`config.mk`:
```
export PLATFORM = sky130hd
export DESIGN_NAME = jk_counter_bank
export DESIGN_NICKNAME = d
export VERILOG_FILES = /design/src/rtl/jk_counter_bank.sv
export SDC_FILE = /design/constraint.sdc
export NUM_CORES = 1
export LEC_CHECK = 0
export CAP_MARGIN = 5
export CELL_PAD_IN_SITES_DETAIL_PLACEMENT = 0
export CELL_PAD_IN_SITES_GLOBAL_PLACEMENT = 1
export CORE_MARGIN = 2
export CORE_UTILIZATION = 28
export CTS_CLUSTER_DIAMETER = 200
export CTS_CLUSTER_SIZE = 25
export DETAILED_ROUTE_END_ITERATION = 8
export PLACE_DENSITY = 0.87
export SETUP_SLACK_MARGIN = 0.1
export SYNTH_ARGS = -nofsm -noshare
export SYNTH_HDL_FRONTEND = slang
export SYNTH_SLANG_ARGS = --single-unit
```
`constraint.sdc`:
```
create_clock -name clk -period 4.15 [get_ports clk]
set_clock_uncertainty 0.2 [all_clocks]
set_input_delay 1.0375 -clock clk [delete_from_list [all_inputs] [get_ports clk]]
set_output_delay 1.0375 -clock clk [all_outputs]
set_load 0.005 [all_outputs]
```
`src/rtl/jk_counter_bank.sv`:
```
// rtl/jk_counter_bank.sv - WIDTH-bit JK register bank with mod-MODULUS up/down count, load, tc and optional sticky ovf (JK_BANK_OVF_EN)
module jk_counter_bank #(
    parameter int WIDTH   = 4,
    parameter int MODULUS = 2 ** WIDTH
) (
    input  logic             clk,
    input  logic             reset,
    input  logic             en,
    input  logic [1:0]       mode,
    input  logic [WIDTH-1:0] j,
    input  logic [WIDTH-1:0] k,
    input  logic             clr_ovf,
    output logic [WIDTH-1:0] q,
    output logic [WIDTH-1:0] qn,
    output logic             tc,
    output logic             ovf
);

    localparam logic [1:0] MODE_JK   = 2'b00;
    localparam logic [1:0] MODE_UP   = 2'b01;
    localparam logic [1:0] MODE_DOWN = 2'b10;
    localparam logic [1:0] MODE_LOAD = 2'b11;

    // Top count value held one bit wider so MODULUS = 2**WIDTH needs no special case.
    localparam logic [WIDTH:0] C_MAX = (WIDTH + 1)'(MODULUS - 1);
    localparam logic [WIDTH-1:0] C_MAX_Q = C_MAX[WIDTH-1:0];
    localparam logic [WIDTH-1:0] C_ONE   = {{(WIDTH - 1){1'b0}}, 1'b1};

    logic [WIDTH-1:0] r_q;
    logic [WIDTH:0]   w_q_ext;
    logic             w_at_max;
    logic             w_at_zero;
    logic             w_above;
    logic             w_wrap;
    logic [WIDTH-1:0] w_next;

    assign w_q_ext   = {1'b0, r_q};
    assign w_at_max  = (w_q_ext == C_MAX);
    assign w_at_zero = (r_q == '0);
    assign w_above   = (w_q_ext > C_MAX);

    // A wrap is the enabled step from the top of the range in up mode or from zero in down mode.
    assign w_wrap = en & (((mode == MODE_UP) & w_at_max) | ((mode == MODE_DOWN) & w_at_zero));

    // Next-state selection per mode; increments/decrements only happen strictly inside the range, so no carry escapes.
    always_comb begin
        w_next = r_q;
        case (mode)
            MODE_JK:   w_next = (j & ~r_q) | (~k & r_q);
            MODE_UP: begin
                if (w_at_max || w_above) w_next = '0;
                else                     w_next = r_q + C_ONE;
            end
            MODE_DOWN: begin
                if (w_above || w_at_zero) w_next = C_MAX_Q;
                else                      w_next = r_q - C_ONE;
            end
            MODE_LOAD: w_next = j;
            default:   w_next = r_q;
        endcase
    end

    // State register: reset first, then enable hold, then the mode's next state.
    always_ff @(posedge clk) begin
        if (reset)   r_q <= '0;
        else if (en) r_q <= w_next;
    end

    assign q  = r_q;
    assign qn = ~r_q;
    assign tc = ~reset & w_wrap;

`ifdef JK_BANK_OVF_EN
    logic r_ovf;

    // Sticky wrap flag; a wrap on the same edge as clr_ovf keeps the flag set.
    always_ff @(posedge clk) begin
        if (reset)        r_ovf <= 1'b0;
        else if (w_wrap)  r_ovf <= 1'b1;
        else if (clr_ovf) r_ovf <= 1'b0;
    end

    assign ovf = r_ovf;
`else
    // No flag register in this build; clr_ovf has no effect.
    assign ovf = clr_ovf & 1'b0;
`endif

endmodule

```
# [After elaboration in Yosys (flattened, before gate mapping)]
# Cells that the tools add are included.
[totals] inputBits=14 out_inout_bits=10 elab_cells=26 register_bits=4
[op_classes] bitwise_logic=11 reduce_logical=4 n_mux=3 eq_ne=4 magnitude_cmp=1 add_sub_neg=2
[ops] cell="4-bit case mux with 4 select lines" count=1
[ops] cell="4-bit bitwise AND" count=2
[ops] cell="4-bit 2-to-1 mux" count=2
[ops] cell="4-bit inverter" count=2
[ops] cell="4-bit by 1-bit adder with 4-bit output (second input constant)" count=1
[ops] cell="1-bit bitwise AND" count=4
[ops] cell="2-bit == test (second input constant)" count=2
[ops] cell="4-bit == test (second input constant)" count=1
[ops] cell="4-bit greater-than comparator (second input constant)" count=1
[ops] cell="4-bit zero test" count=1
[ops] cell="4-bit OR" count=1
[ops] cell="4-bit by 1-bit subtractor with 4-bit output (second input constant)" count=1
[ops] cell="2-bit by 1-bit == test with 1-bit output (second input constant)" count=1
[ops] cell="2-bit zero test" count=1
[ops] cell="1-bit logical OR" count=2
[ops] cell="1-bit inverter" count=1
[ops] cell="1-bit OR" count=1

# [Depth between registers and ports, before layout]
# Gate-level depths: netlist of the first run.
[logic_depth] ltp_word=5 ltp_mapped=6

# [Worst setup path before layout of the first run]
# Ideal clock, no wire load.
[synth_timing] kind="in2out" from="input mode[1]" to="output tc" stages=4 setup_slack_ns=1.335 t_arrival_ns=1.577 required_ns=2.913 cell_sequence="clkbuf_8 nor2b_1 nand4_1 a21oi_1"
[synth_via] elab_chain_len=5 word_cells_on_any_way=7 classes_between="2 x eq/ne; 5 x bitwise"
[synth_lines] item="from (decl)" line_no="9" text="input logic [1:0] mode,"
[synth_lines] item="2-bit by 1-bit == test with 1-bit output or 2-bit == test (tied branches)" line_no="43" text="assign w_wrap = en & (((mode == MODE_UP) & w_at_max) | ((mode == MODE_DOWN) & w_at_zero));"
[synth_lines] item="1-bit bitwise AND" line_no="43"
[synth_lines] item="1-bit OR (*)" line_no="43"
[synth_lines] item="1-bit bitwise AND (*)" line_no="43"
[synth_lines] item="1-bit bitwise AND (*)" line_no="71" text="assign tc = ~reset & w_wrap;"
[synth_lines] item="to (decl)" line_no="15" text="output logic tc,"
# Mark *: on every way between the ends. The rest lies on a longest branch, timed or not.

# [Worst setup path in the final report of the first run]
# Ends and elaborated chain as after synthesis.

==> results of run 1 <==
final cells by class:
| cell class | instances | area, µm² |
|---|---|---|
| Multi-Input combinational cell | 50 | 328 |
| Clock buffer | 3 | 22.5 |
| Timing Repair Buffer | 25 | 240 |
| Tap cell | 16 | 20.0 |
| Sequential cell | 4 | 80.1 |
| Inverter | 6 | 22.5 |
| Fill cell | 159 | 828 |
through the flow:
| stage | utilization (%) | setup slack (ns) |
|---|---|---|
| 2_1_floorplan | - | 1.34 |
| 3_3_place_gp | 44.8 | 0.329 |
| 3_5_place_dp | 44.8 | 0.349 |
| 4_1_cts | 46.3 | 0.341 |
| 5_1_grt | 46.3 | 0.266 |
| 6_report | 46.3 | 0.344 |
worst paths after layout:
path                            slack [ns]                end  cells after the start              start
worst min-delay path                  0.49  q[3]$_SDFFE_PP0P_                      2  q[3]$_SDFFE_PP0P_
worst max register to register        2.24  q[1]$_SDFFE_PP0P_                      6  q[0]$_SDFFE_PP0P_
worst min register to register        0.49  q[3]$_SDFFE_PP0P_                      2  q[3]$_SDFFE_PP0P_
worst max-delay path                  0.34                 tc                      5            mode[1]
worst max-delay path, stage by stage:
cell	delay, ns
clkdlybuf4s50_1	0.51
nor2b_1	0.20
nand4_1	0.14
a21oi_1	0.16
clkdlybuf4s50_1	0.51
layer usage:
layer | up-vias | track usage [%] | share of wire, %
met2 | 16 | 23.4 | 48
li1 | 287 | - | -
met1 | 257 | 16.6 | 47
met4 | 0 | 4.12 | 0
met5 | - | 0 | 0
met3 | 0 | 3.60 | 4.9
power breakdown:
part / switching (mW) / internal (mW) / total (mW)
combinational: 0.0272 / 0.0395 / 0.0666
sequential: 0.00762 / 0.0421 / 0.0497
clock: 0.0139 / 0.0322 / 0.0461
total: 0.0487 / 0.114 / 0.162
cell families after synthesis:
family / after synthesis / synth area share [%]
AOI/OAI and AO/OA: 24 / 35.9
adders and majority gates: 2 / 5.28
buffers and inverters: 11 / 14.0
DFF: 4 / 16.9
muxes: 2 / 4.22
other: 1 / 0.791
and+or+nand+nor: 21 / 23.0
synthesized netlist by cell type (all sizes together):
| library cell | instances | area, µm² |
|---|---|---|
| a211o | 1 | 8.76 |
| or3 | 1 | 6.26 |
| nor3 | 3 | 15.0 |
| a31oi | 1 | 6.26 |
| o21ai | 6 | 30.0 |
| mux2i | 2 | 20.0 |
| a221o | 1 | 10.0 |
| inv | 6 | 22.5 |
| o31ai | 1 | 7.51 |
| nor2b | 1 | 6.26 |
| nand2 | 2 | 7.51 |
| dfxtp | 4 | 80.1 |
| nor2 | 7 | 26.3 |
| o221a | 1 | 11.3 |
| and3 | 1 | 6.26 |
| nand2b | 1 | 6.26 |
| a32oi | 2 | 17.5 |
| a21oi | 4 | 20.0 |
| a41oi | 1 | 8.76 |
| nand4 | 1 | 6.26 |
| o211ai | 1 | 7.51 |
| buf | 3 | 26.3 |
| ha | 2 | 25.0 |
| o21bai | 1 | 7.51 |
| clkbuf | 2 | 17.5 |
| conb | 1 | 3.75 |
| nor4 | 1 | 6.26 |
| a311o | 1 | 10.0 |
| nand3b | 2 | 15.0 |
| a21o | 2 | 16.3 |
| a22o | 1 | 8.76 |
| nor3b | 1 | 7.51 |
placed cells by master, fill, tap and decap left out, types with 2 or more instances in the layout:
cell / instances
o21ai_0: 6
nor3_1: 3
clkdlybuf4s50_1: 21
nor2_1: 7
ha_1: 2
nand3b_1: 2
buf_4: 4
a32oi_1: 2
mux2i_1: 2
a21oi_1: 4
dfxtp_1: 4
clkbuf_4: 3
nand2_1: 2
inv_1: 6
==> metrics list, run 1 <==
- The run finished with clean final reports.
- Period utilisation layout: 91.7%
* Avg Cell Area, Syn: 7.30 µm²
- Placed insts: 101
- After routing the design area is 713 µm².
- Proportion of layout cells with a drive suffix above 1: 10.2%
- I/O pin cnt: 24
- Input and output buffers added on the ports amount to 21.
* Leak: 0.285 nW
- Register area share after synthesis: 16.9%
- In this run the core area contains 14 standard-cell rows.
* Power density cells: 228 nW/µm²
- The floorplan step set the die height to 45.2 µm.
- CTS HTree Levels: 1
- For the finished layout, the period the worst path requires is 3.81 ns.
- Buffers added to address setup during post-CTS repair amount to 0.
- The synthesized netlist occupies a cell area of 474 µm².
* Initial Utilization: 30.8%
* Final std cells w/o fill: 104
- In the routed design, unresolved DRC markers number 0.
- First-pass GRT wire length: 2100 µm
- After the last flow step, the layout net total stands at 106.
- Core Region: 1540 µm²
- For this run the aggregate overflow at the end of global routing stands at 0.
- Max-cap violations in this run came to 0.
- Cts bufs inserted: 3
- STA classifies the critical path startpoint as an input port.
* Hold WS: 0.486 ns
- Once placement finished, the instance area stood at 691 µm².
* CTS Root Cell: clkbuf_4
- The number of antenna diodes in the final layout is 0.
- Clock latency on the worst-skew pair, taken at its later pin, is 0.23 ns.
- Maximum operating frequency: 0.263 GHz
- The floorplan step defined a die boundary enclosing 2040 µm².
- Min-Delay Path Class: flip-flop to flip-flop
- Synthesis produced a netlist whose cell count is 65.
- Max FO, Critical Path: 7
- Layout Area Growth over Synthesis: 50.4%
* Total Wirelength: 1280 µm
* Clock tree from TritonCTS: built
- Die Span X: 45.2 µm
- Setup violations remaining at the end of the flow were counted as 0.
* Yosys Warn Count: 0
- Count of unique library cells instantiated by Yosys: 35
* All-Layer GR Usage: 13.7%
- Via count of the first global-routing pass: 493
- Number of instances resized during post-cts repair: 0
- Clock-pin slew was measured on the worst setup and hold paths at 0.03 ns.
* Routability-driven placement congestion ratio: 0.802
- Across all layers, the routed design uses 560 vias.
* Antenna violations before repair: 0
* DRT Pass-1 Iters: 4
- Detailed placement finished with a half-perimeter wire length of 1030 µm.
- Flip-flop count of the largest register after layout: 4
- Post-synthesis net count: 81
- Total of flip-flops plus latches after synthesis: 4
- Adding up every negative setup slack in the final design gives 0 ns.
- Crit Path Class: input port to output pin
- Entering global routing, the biggest net connects 17 pins.
- For this design, the sink count on the clock tree is 4.
- After clock tree synthesis, the flow added hold-fix buffers numbering 0.
- Total count of max-transition violations in the final report: 0
- Final hold viol count: 0
- Avg WL per Cell: 12.3 µm
- The detail route stage leaves a number of antenna-violating nets equal to 0.
* Max Root-Sink Buffers: 2
- Setup repair after global routing left no endpoint under its margin.
- STA classifies the critical path endpoint as an output pin.
* Required time of the critical path: 2.91 ns
- 1st-iter DRT viols: 12
- Power, Total: 0.162 mW
* Largest voltage drop on the vdd net: 129 µV
- Dividing the detail-routed via count by the number of cells gives 5.38.
- Arr. time, crit path: 2.57 ns
Power figures use the tool's default switching activity.
==> inputs of run 2 (changes only) <==
Settings changed: CTS_CLUSTER_SIZE 25 to unset.
==> results of run 2 <==
The final DEF is identical to that of run 1; final timing and power are the same.
==> inputs of run 3 (changes only) <==
Settings changed: CTS_CLUSTER_SIZE set to 25.
==> results of run 3 <==
The final DEF is identical to that of run 1; final timing and power are the same.
